--- config.mk ---
export PLATFORM = sky130hd
export DESIGN_NAME = multicycle_control
export DESIGN_NICKNAME = d
export VERILOG_FILES = /design/src/rtl/mips_pkg.sv /design/src/rtl/mc_outdec.sv /design/src/rtl/multicycle_control.sv
export SDC_FILE = /design/constraint.sdc
export NUM_CORES = 1
export LEC_CHECK = 0
export ABC_AREA = 1
export CAP_MARGIN = 10
export CORE_MARGIN = 4
export CORE_UTILIZATION = 34
export DETAILED_ROUTE_END_ITERATION = 12
export PLACE_DENSITY = 0.73
export SKIP_CTS_REPAIR_TIMING = 1
export SLEW_MARGIN = 40
export SYNTH_ARGS = -nofsm -noshare
export SYNTH_HDL_FRONTEND = slang
export SYNTH_SLANG_ARGS = --single-unit
--- constraint.sdc ---
create_clock -name clk -period 1 [get_ports clk]
set_clock_uncertainty 0.05 [all_clocks]
set_input_delay 0.1 -clock clk [delete_from_list [all_inputs] [get_ports clk]]
set_output_delay 0.1 -clock clk [all_outputs]
set_load 0.01 [all_outputs]
--- src/rtl/mips_pkg.sv ---
// Shared encodings for the multicycle MIPS control path: FSM state codes,
// opcodes, ALU operation classes, datapath mux selects and the control word.
package mips_pkg;

  typedef enum logic [3:0] {
    S_FETCH   = 4'd0,
    S_DECODE  = 4'd1,
    S_MEMADR  = 4'd2,
    S_MEMRD   = 4'd3,
    S_MEMWB   = 4'd4,
    S_MEMWR   = 4'd5,
    S_RTYPEEX = 4'd6,
    S_RTYPEWB = 4'd7,
    S_BEQEX   = 4'd8,
    S_ADDIEX  = 4'd9,
    S_ADDIWB  = 4'd10,
    S_JEX     = 4'd11
  } state_e;

  localparam logic [5:0] OP_RTYPE = 6'b000000;
  localparam logic [5:0] OP_LW    = 6'b100011;
  localparam logic [5:0] OP_SW    = 6'b101011;
  localparam logic [5:0] OP_BEQ   = 6'b000100;
  localparam logic [5:0] OP_ADDI  = 6'b001000;
  localparam logic [5:0] OP_J     = 6'b000010;

  // ALU control decoder classes; 2'b11 is left undefined.
  localparam logic [1:0] ALUOP_ADD   = 2'b00;
  localparam logic [1:0] ALUOP_SUB   = 2'b01;
  localparam logic [1:0] ALUOP_FUNCT = 2'b10;

  localparam logic [1:0] SRCB_REG    = 2'b00;
  localparam logic [1:0] SRCB_FOUR   = 2'b01;
  localparam logic [1:0] SRCB_IMM    = 2'b10;
  localparam logic [1:0] SRCB_BRANCH = 2'b11;

  localparam logic [1:0] PCSRC_ALU    = 2'b00;
  localparam logic [1:0] PCSRC_ALUOUT = 2'b01;
  localparam logic [1:0] PCSRC_JUMP   = 2'b10;

  typedef struct packed {
    logic       irwrite;
    logic       memwrite;
    logic       regwrite;
    logic       regdst;
    logic       memtoreg;
    logic       iord;
    logic       alusrca;
    logic       pcen;
    logic [1:0] alusrcb;
    logic [1:0] pcsrc;
    logic [1:0] aluop;
    logic       instr_done;
    logic       illegal_op;
  } ctrl_t;

endpackage

--- src/rtl/mc_outdec.sv ---
// State-to-control-word decode for the multicycle controller. Moore outputs,
// qualified only by the memory handshake, the ALU zero flag and opcode legality.
module mc_outdec
  import mips_pkg::*;
(
  input  state_e state_i,
  input  logic   mem_ready_i,
  input  logic   zero_i,
  input  logic   op_legal_i,
  output ctrl_t  ctrl_o
);

  always_comb begin
    // NOTE: every field gets a default before the case so no latch is inferred.
    ctrl_o = '0;
    case (state_i)
      S_FETCH: begin
        ctrl_o.alusrcb = SRCB_FOUR;
        ctrl_o.aluop   = ALUOP_ADD;
        ctrl_o.pcsrc   = PCSRC_ALU;
        ctrl_o.irwrite = mem_ready_i;
        ctrl_o.pcen    = mem_ready_i;
      end
      S_DECODE: begin
        ctrl_o.alusrcb    = SRCB_BRANCH;
        ctrl_o.aluop      = ALUOP_ADD;
        ctrl_o.illegal_op = ~op_legal_i;
      end
      S_MEMADR, S_ADDIEX: begin
        ctrl_o.alusrca = 1'b1;
        ctrl_o.alusrcb = SRCB_IMM;
        ctrl_o.aluop   = ALUOP_ADD;
      end
      S_MEMRD: ctrl_o.iord = 1'b1;
      S_MEMWB: begin
        ctrl_o.regwrite   = 1'b1;
        ctrl_o.memtoreg   = 1'b1;
        ctrl_o.instr_done = 1'b1;
      end
      S_MEMWR: begin
        ctrl_o.iord       = 1'b1;
        ctrl_o.memwrite   = 1'b1;
        ctrl_o.instr_done = mem_ready_i;
      end
      S_RTYPEEX: begin
        ctrl_o.alusrca = 1'b1;
        ctrl_o.alusrcb = SRCB_REG;
        ctrl_o.aluop   = ALUOP_FUNCT;
      end
      S_RTYPEWB: begin
        ctrl_o.regwrite   = 1'b1;
        ctrl_o.regdst     = 1'b1;
        ctrl_o.instr_done = 1'b1;
      end
      S_ADDIWB: begin
        ctrl_o.regwrite   = 1'b1;
        ctrl_o.instr_done = 1'b1;
      end
      S_BEQEX: begin
        ctrl_o.alusrca    = 1'b1;
        ctrl_o.alusrcb    = SRCB_REG;
        ctrl_o.aluop      = ALUOP_SUB;
        ctrl_o.pcsrc      = PCSRC_ALUOUT;
        ctrl_o.pcen       = zero_i;
        ctrl_o.instr_done = 1'b1;
      end
      S_JEX: begin
        ctrl_o.pcsrc      = PCSRC_JUMP;
        ctrl_o.pcen       = 1'b1;
        ctrl_o.instr_done = 1'b1;
      end
      default: ctrl_o = '0;
    endcase
  end

endmodule

--- src/rtl/multicycle_control.sv ---
// Multicycle MIPS main controller: opcode decode, state register and next-state
// logic, with write enables suppressed in any cycle that reset is high.
module multicycle_control
  import mips_pkg::*;
#(
  parameter int OP_WIDTH = 6
) (
  input  logic                clk,
  input  logic                reset,
  input  logic [OP_WIDTH-1:0] op,
  input  logic                zero,
  input  logic                mem_ready,
  output logic                irwrite,
  output logic                memwrite,
  output logic                regwrite,
  output logic                regdst,
  output logic                memtoreg,
  output logic                iord,
  output logic                alusrca,
  output logic                pcen,
  output logic [1:0]          alusrcb,
  output logic [1:0]          pcsrc,
  output logic [1:0]          aluop,
  output logic                instr_done,
  output logic                illegal_op,
  output logic [3:0]          state_dbg
);

  localparam logic [OP_WIDTH-1:0] LW_OP    = OP_WIDTH'(OP_LW);
  localparam logic [OP_WIDTH-1:0] SW_OP    = OP_WIDTH'(OP_SW);
  localparam logic [OP_WIDTH-1:0] RTYPE_OP = OP_WIDTH'(OP_RTYPE);
  localparam logic [OP_WIDTH-1:0] BEQ_OP   = OP_WIDTH'(OP_BEQ);
  localparam logic [OP_WIDTH-1:0] ADDI_OP  = OP_WIDTH'(OP_ADDI);
  localparam logic [OP_WIDTH-1:0] J_OP     = OP_WIDTH'(OP_J);

  state_e state_q, state_d;
  ctrl_t  ctrl;
  logic   is_lw, is_sw, is_rtype, is_beq, is_addi, is_j, op_legal;

  assign is_lw    = (op == LW_OP);
  assign is_sw    = (op == SW_OP);
  assign is_rtype = (op == RTYPE_OP);
  assign is_beq   = (op == BEQ_OP);
  assign is_addi  = (op == ADDI_OP);
  assign is_j     = (op == J_OP);
  assign op_legal = is_lw | is_sw | is_rtype | is_beq | is_addi | is_j;

  always_comb begin
    state_d = S_FETCH;
    case (state_q)
      S_FETCH:  state_d = mem_ready ? S_DECODE : S_FETCH;
      S_DECODE: begin
        if (is_lw || is_sw) state_d = S_MEMADR;
        else if (is_rtype)  state_d = S_RTYPEEX;
        else if (is_beq)    state_d = S_BEQEX;
        else if (is_addi)   state_d = S_ADDIEX;
        else if (is_j)      state_d = S_JEX;
        else                state_d = S_FETCH;
      end
      S_MEMADR:  state_d = is_sw ? S_MEMWR : S_MEMRD;
      S_MEMRD:   state_d = mem_ready ? S_MEMWB : S_MEMRD;
      S_MEMWR:   state_d = mem_ready ? S_FETCH : S_MEMWR;
      S_RTYPEEX: state_d = S_RTYPEWB;
      S_ADDIEX:  state_d = S_ADDIWB;
      // Final states and the unused codes 12-15 all return to FETCH.
      default:   state_d = S_FETCH;
    endcase
  end

  // NOTE: sequential state uses non-blocking assignment; comb logic uses blocking.
  always_ff @(posedge clk) begin
    if (reset) state_q <= S_FETCH;
    else       state_q <= state_d;
  end

  mc_outdec u_outdec (
    .state_i     (state_q),
    .mem_ready_i (mem_ready),
    .zero_i      (zero),
    .op_legal_i  (op_legal),
    .ctrl_o      (ctrl)
  );

  // Enables are masked by reset combinationally so an aborted instruction
  // cannot commit anything in the reset cycle itself.
  assign irwrite    = ctrl.irwrite    & ~reset;
  assign memwrite   = ctrl.memwrite   & ~reset;
  assign regwrite   = ctrl.regwrite   & ~reset;
  assign pcen       = ctrl.pcen       & ~reset;
  assign instr_done = ctrl.instr_done & ~reset;
  assign illegal_op = ctrl.illegal_op & ~reset;
  assign regdst     = ctrl.regdst;
  assign memtoreg   = ctrl.memtoreg;
  assign iord       = ctrl.iord;
  assign alusrca    = ctrl.alusrca;
  assign alusrcb    = ctrl.alusrcb;
  assign pcsrc      = ctrl.pcsrc;
  assign aluop      = ctrl.aluop;
  assign state_dbg  = state_q;

endmodule

==> flow_summary.yaml <==
run_status:
  status: "complete, but fails checks"
  violations: "setup timing"
power_and_ir_drop:
  clkPwrFrac_pct: 30.0
  seq_power_share_pct: 27.7
  p_switching_uw: 195
  ir_drop_mv: 1.20
  p_sw_share_pct: 32.0
  leakagePower_nw: 0.799
  p_comb_share_pct: 42.3
  internal_power_uw: 413
  power_density_nw_per_um2: 460
clock_tree:
  cts_max_level: 1
  clockBufferDepth: 2
  cts_sinks: 4
  path_clk_slew_ns: 0.03
  cts_buffers: 3
  cts_tree: "yes"
  cts_root_buf: "clkbuf_4"
  clk_latency_ns: 0.22
floorplan:
  die-height_um: 48.7
  coreArea_sq_um: 1540
  ioPinCount: 30
  fp.dieW_um: 48.7
  start_util_pct: 36.5
  fp-row-count: 14
  die-area_sq_um: 2370
critical_path:
  end_kind: "primary output"
  path_max_fanout: 6
  crit_path_start_kind: "flop"
  crit_arrival_ns: 1.35
  critPathKind: "reg2out"
  required_ns: 0.85
timing:
  finalHoldViolations: 0
  period_needed_ns: 1.50
  rsz0062_at_grt: "true"
  slew_violations: 0
  tightest_slew_ns: 0.246
  setup_viol: 21
  min_period_over_period_pct: 150
  setup_ws_ns: -0.501
  fmax_ghz: 0.666
  relSlewSlack_pct: 83.6
synthesis:
  yosysTopAreaCellShare_pct: 14.2
  synthArstFlopShare_pct: 0
  synthDistinctLibCells: 17
  netlist_area_sq_um: 563
  synthCells: 105
  yosys-top-cells-count: "nor2_1, nand2_1, nand3_1"
  ys.flop_type: "dfxtp_1"
  synth_edf_count: 0
  yosysMostFrequentCell: "nor2_1"
  synthesis.nets: 115
  yosysWarnings: 0
  synth_area_leaders: "dfxtp_1, nor2_1, nand2_1"
  ys_seq_elements: 4
  yosys.area.top_type: "dfxtp_1"
  syn_avg_cell_area_sq_um: 5.36
  synth-seq-area-share_pct: 14.2
global_route:
  grt_max_degree: 7
  antenna_found_initial: 0
  overflow: 0
  grtUsageTotal_pct: 14.9
  grt_pass1_vias: 783
  grt_pass1_wl_mm: 3.02
final_layout:
  area_growth_pct: 135
  fin_cells: 184
  final_nets: 180
  diodes: 0
  layout-drive-gt1-share_pct: 65.5
  fin_util_pct: 85.8
  largest_reg_flops: 4
routing:
  vias: 913
  drt_first_pass_iters: 4
  wl_per_cell_um: 13.6
  ant_nets: 0
  drt-vias-per-instance: 4.96
  routed_wl_mm: 2.51
  initialDrtViolationCount: 16
  drc: 0
place:
  place.gp.congestion: 0.816
  place_inst: 174
  dp_hpwl_mm: 1.59
  numPortBuffers: 29
job:
  cap_violations: 0
hold_path:
  hp-class: "in2reg"
==> through the flow <==
stage	cell area, sq um	worst slack [ns]	hold slack, ns	TNS, ns	power, mW
2_1_floorplan	608	-0.0936	0.274	-0.320	0.267
3_3_place_gp	1100	-0.798	0.565	-10.21	0.386
3_5_place_dp	1100	-0.857	0.563	-10.61	0.391
4_1_cts	1120	-0.855	0.568	-14.02	0.577
5_1_grt	1320	-0.605	0.363	-7.98	0.650
6_report	1320	-0.501	0.344	-6.66	0.608
==> cell usage in the layout (no fill, tap or decap) <==
master,count
nor3_4,1
inv_4,3
nand3_1,5
nor2_2,9
o21ai_1,2
dlymetal6s2s_1,9
nand2_1,17
o22ai_2,1
buf_4,21
dfxtp_4,4
clkbuf_2,2
inv_2,9
inv_1,8
nand3_4,2
buf_2,10
o21ai_2,3
nor2_4,9
nand3_2,7
nand2_4,4
clkdlybuf4s50_1,3
nor2_1,12
buf_6,16
a21oi_1,2
a21oi_2,3
clkbuf_4,3
nand2_2,3
==> critical path, cell delays in order (launching register included) <==
cell,delay [ns]
dfxtp_4,0.37
nand2_2,0.09
inv_2,0.05
o21ai_1,0.18
nand2_1,0.12
nor2_2,0.11
a21oi_2,0.06
buf_2,0.14
==> power by group through the flow <==
stage / combinational [mW] / clock [mW] / sequential (mW)
floorplan: 0.0972 / 0 / 0.170
global placement: 0.217 / 0 / 0.169
detailed placement: 0.221 / 0 / 0.169
CTS: 0.222 / 0.188 / 0.167
global route: 0.275 / 0.206 / 0.169
finish: 0.257 / 0.183 / 0.168
==> cell families after synthesis <==
logic type	Yosys count	synth area share [%]
AO/OA/AOI/OAI	11	10.7
buffers and inverters	21	14.7
AND/OR/NAND/NOR	69	60.4
flip-flops	4	14.2
==> path summary, 6_finish.rpt <==
path,startpoint,end,slack [ns],cells past startpoint
worst max register to register,state_dbg[1],state_dbg[0],-0.33,8
worst min register to register,state_dbg[1],state_dbg[3],0.60,3
worst max-delay path,state_dbg[0],instr_done,-0.50,7
worst min-delay path,op[5],state_dbg[0],0.34,6
==> metal layers <==
layer,vias to the layer above,part of all wire [%],track usage (%)
met5,-,0,0
met2,38,55,31.1
met4,0,0.76,4.04
met1,419,40,15.0
met3,2,3.8,1.53
li1,454,-,-
==> layout make-up <==
type                    instances  area (sq um)
repair buffers                 61           541
multi-input cells              80           562
fillers                        90           219
flip-flops and latches          4          95.1
clock buffers                   3          22.5
well taps                      16          20.0
inverters                      20          82.6
Note: power is estimated with default switching activity, not from simulation.
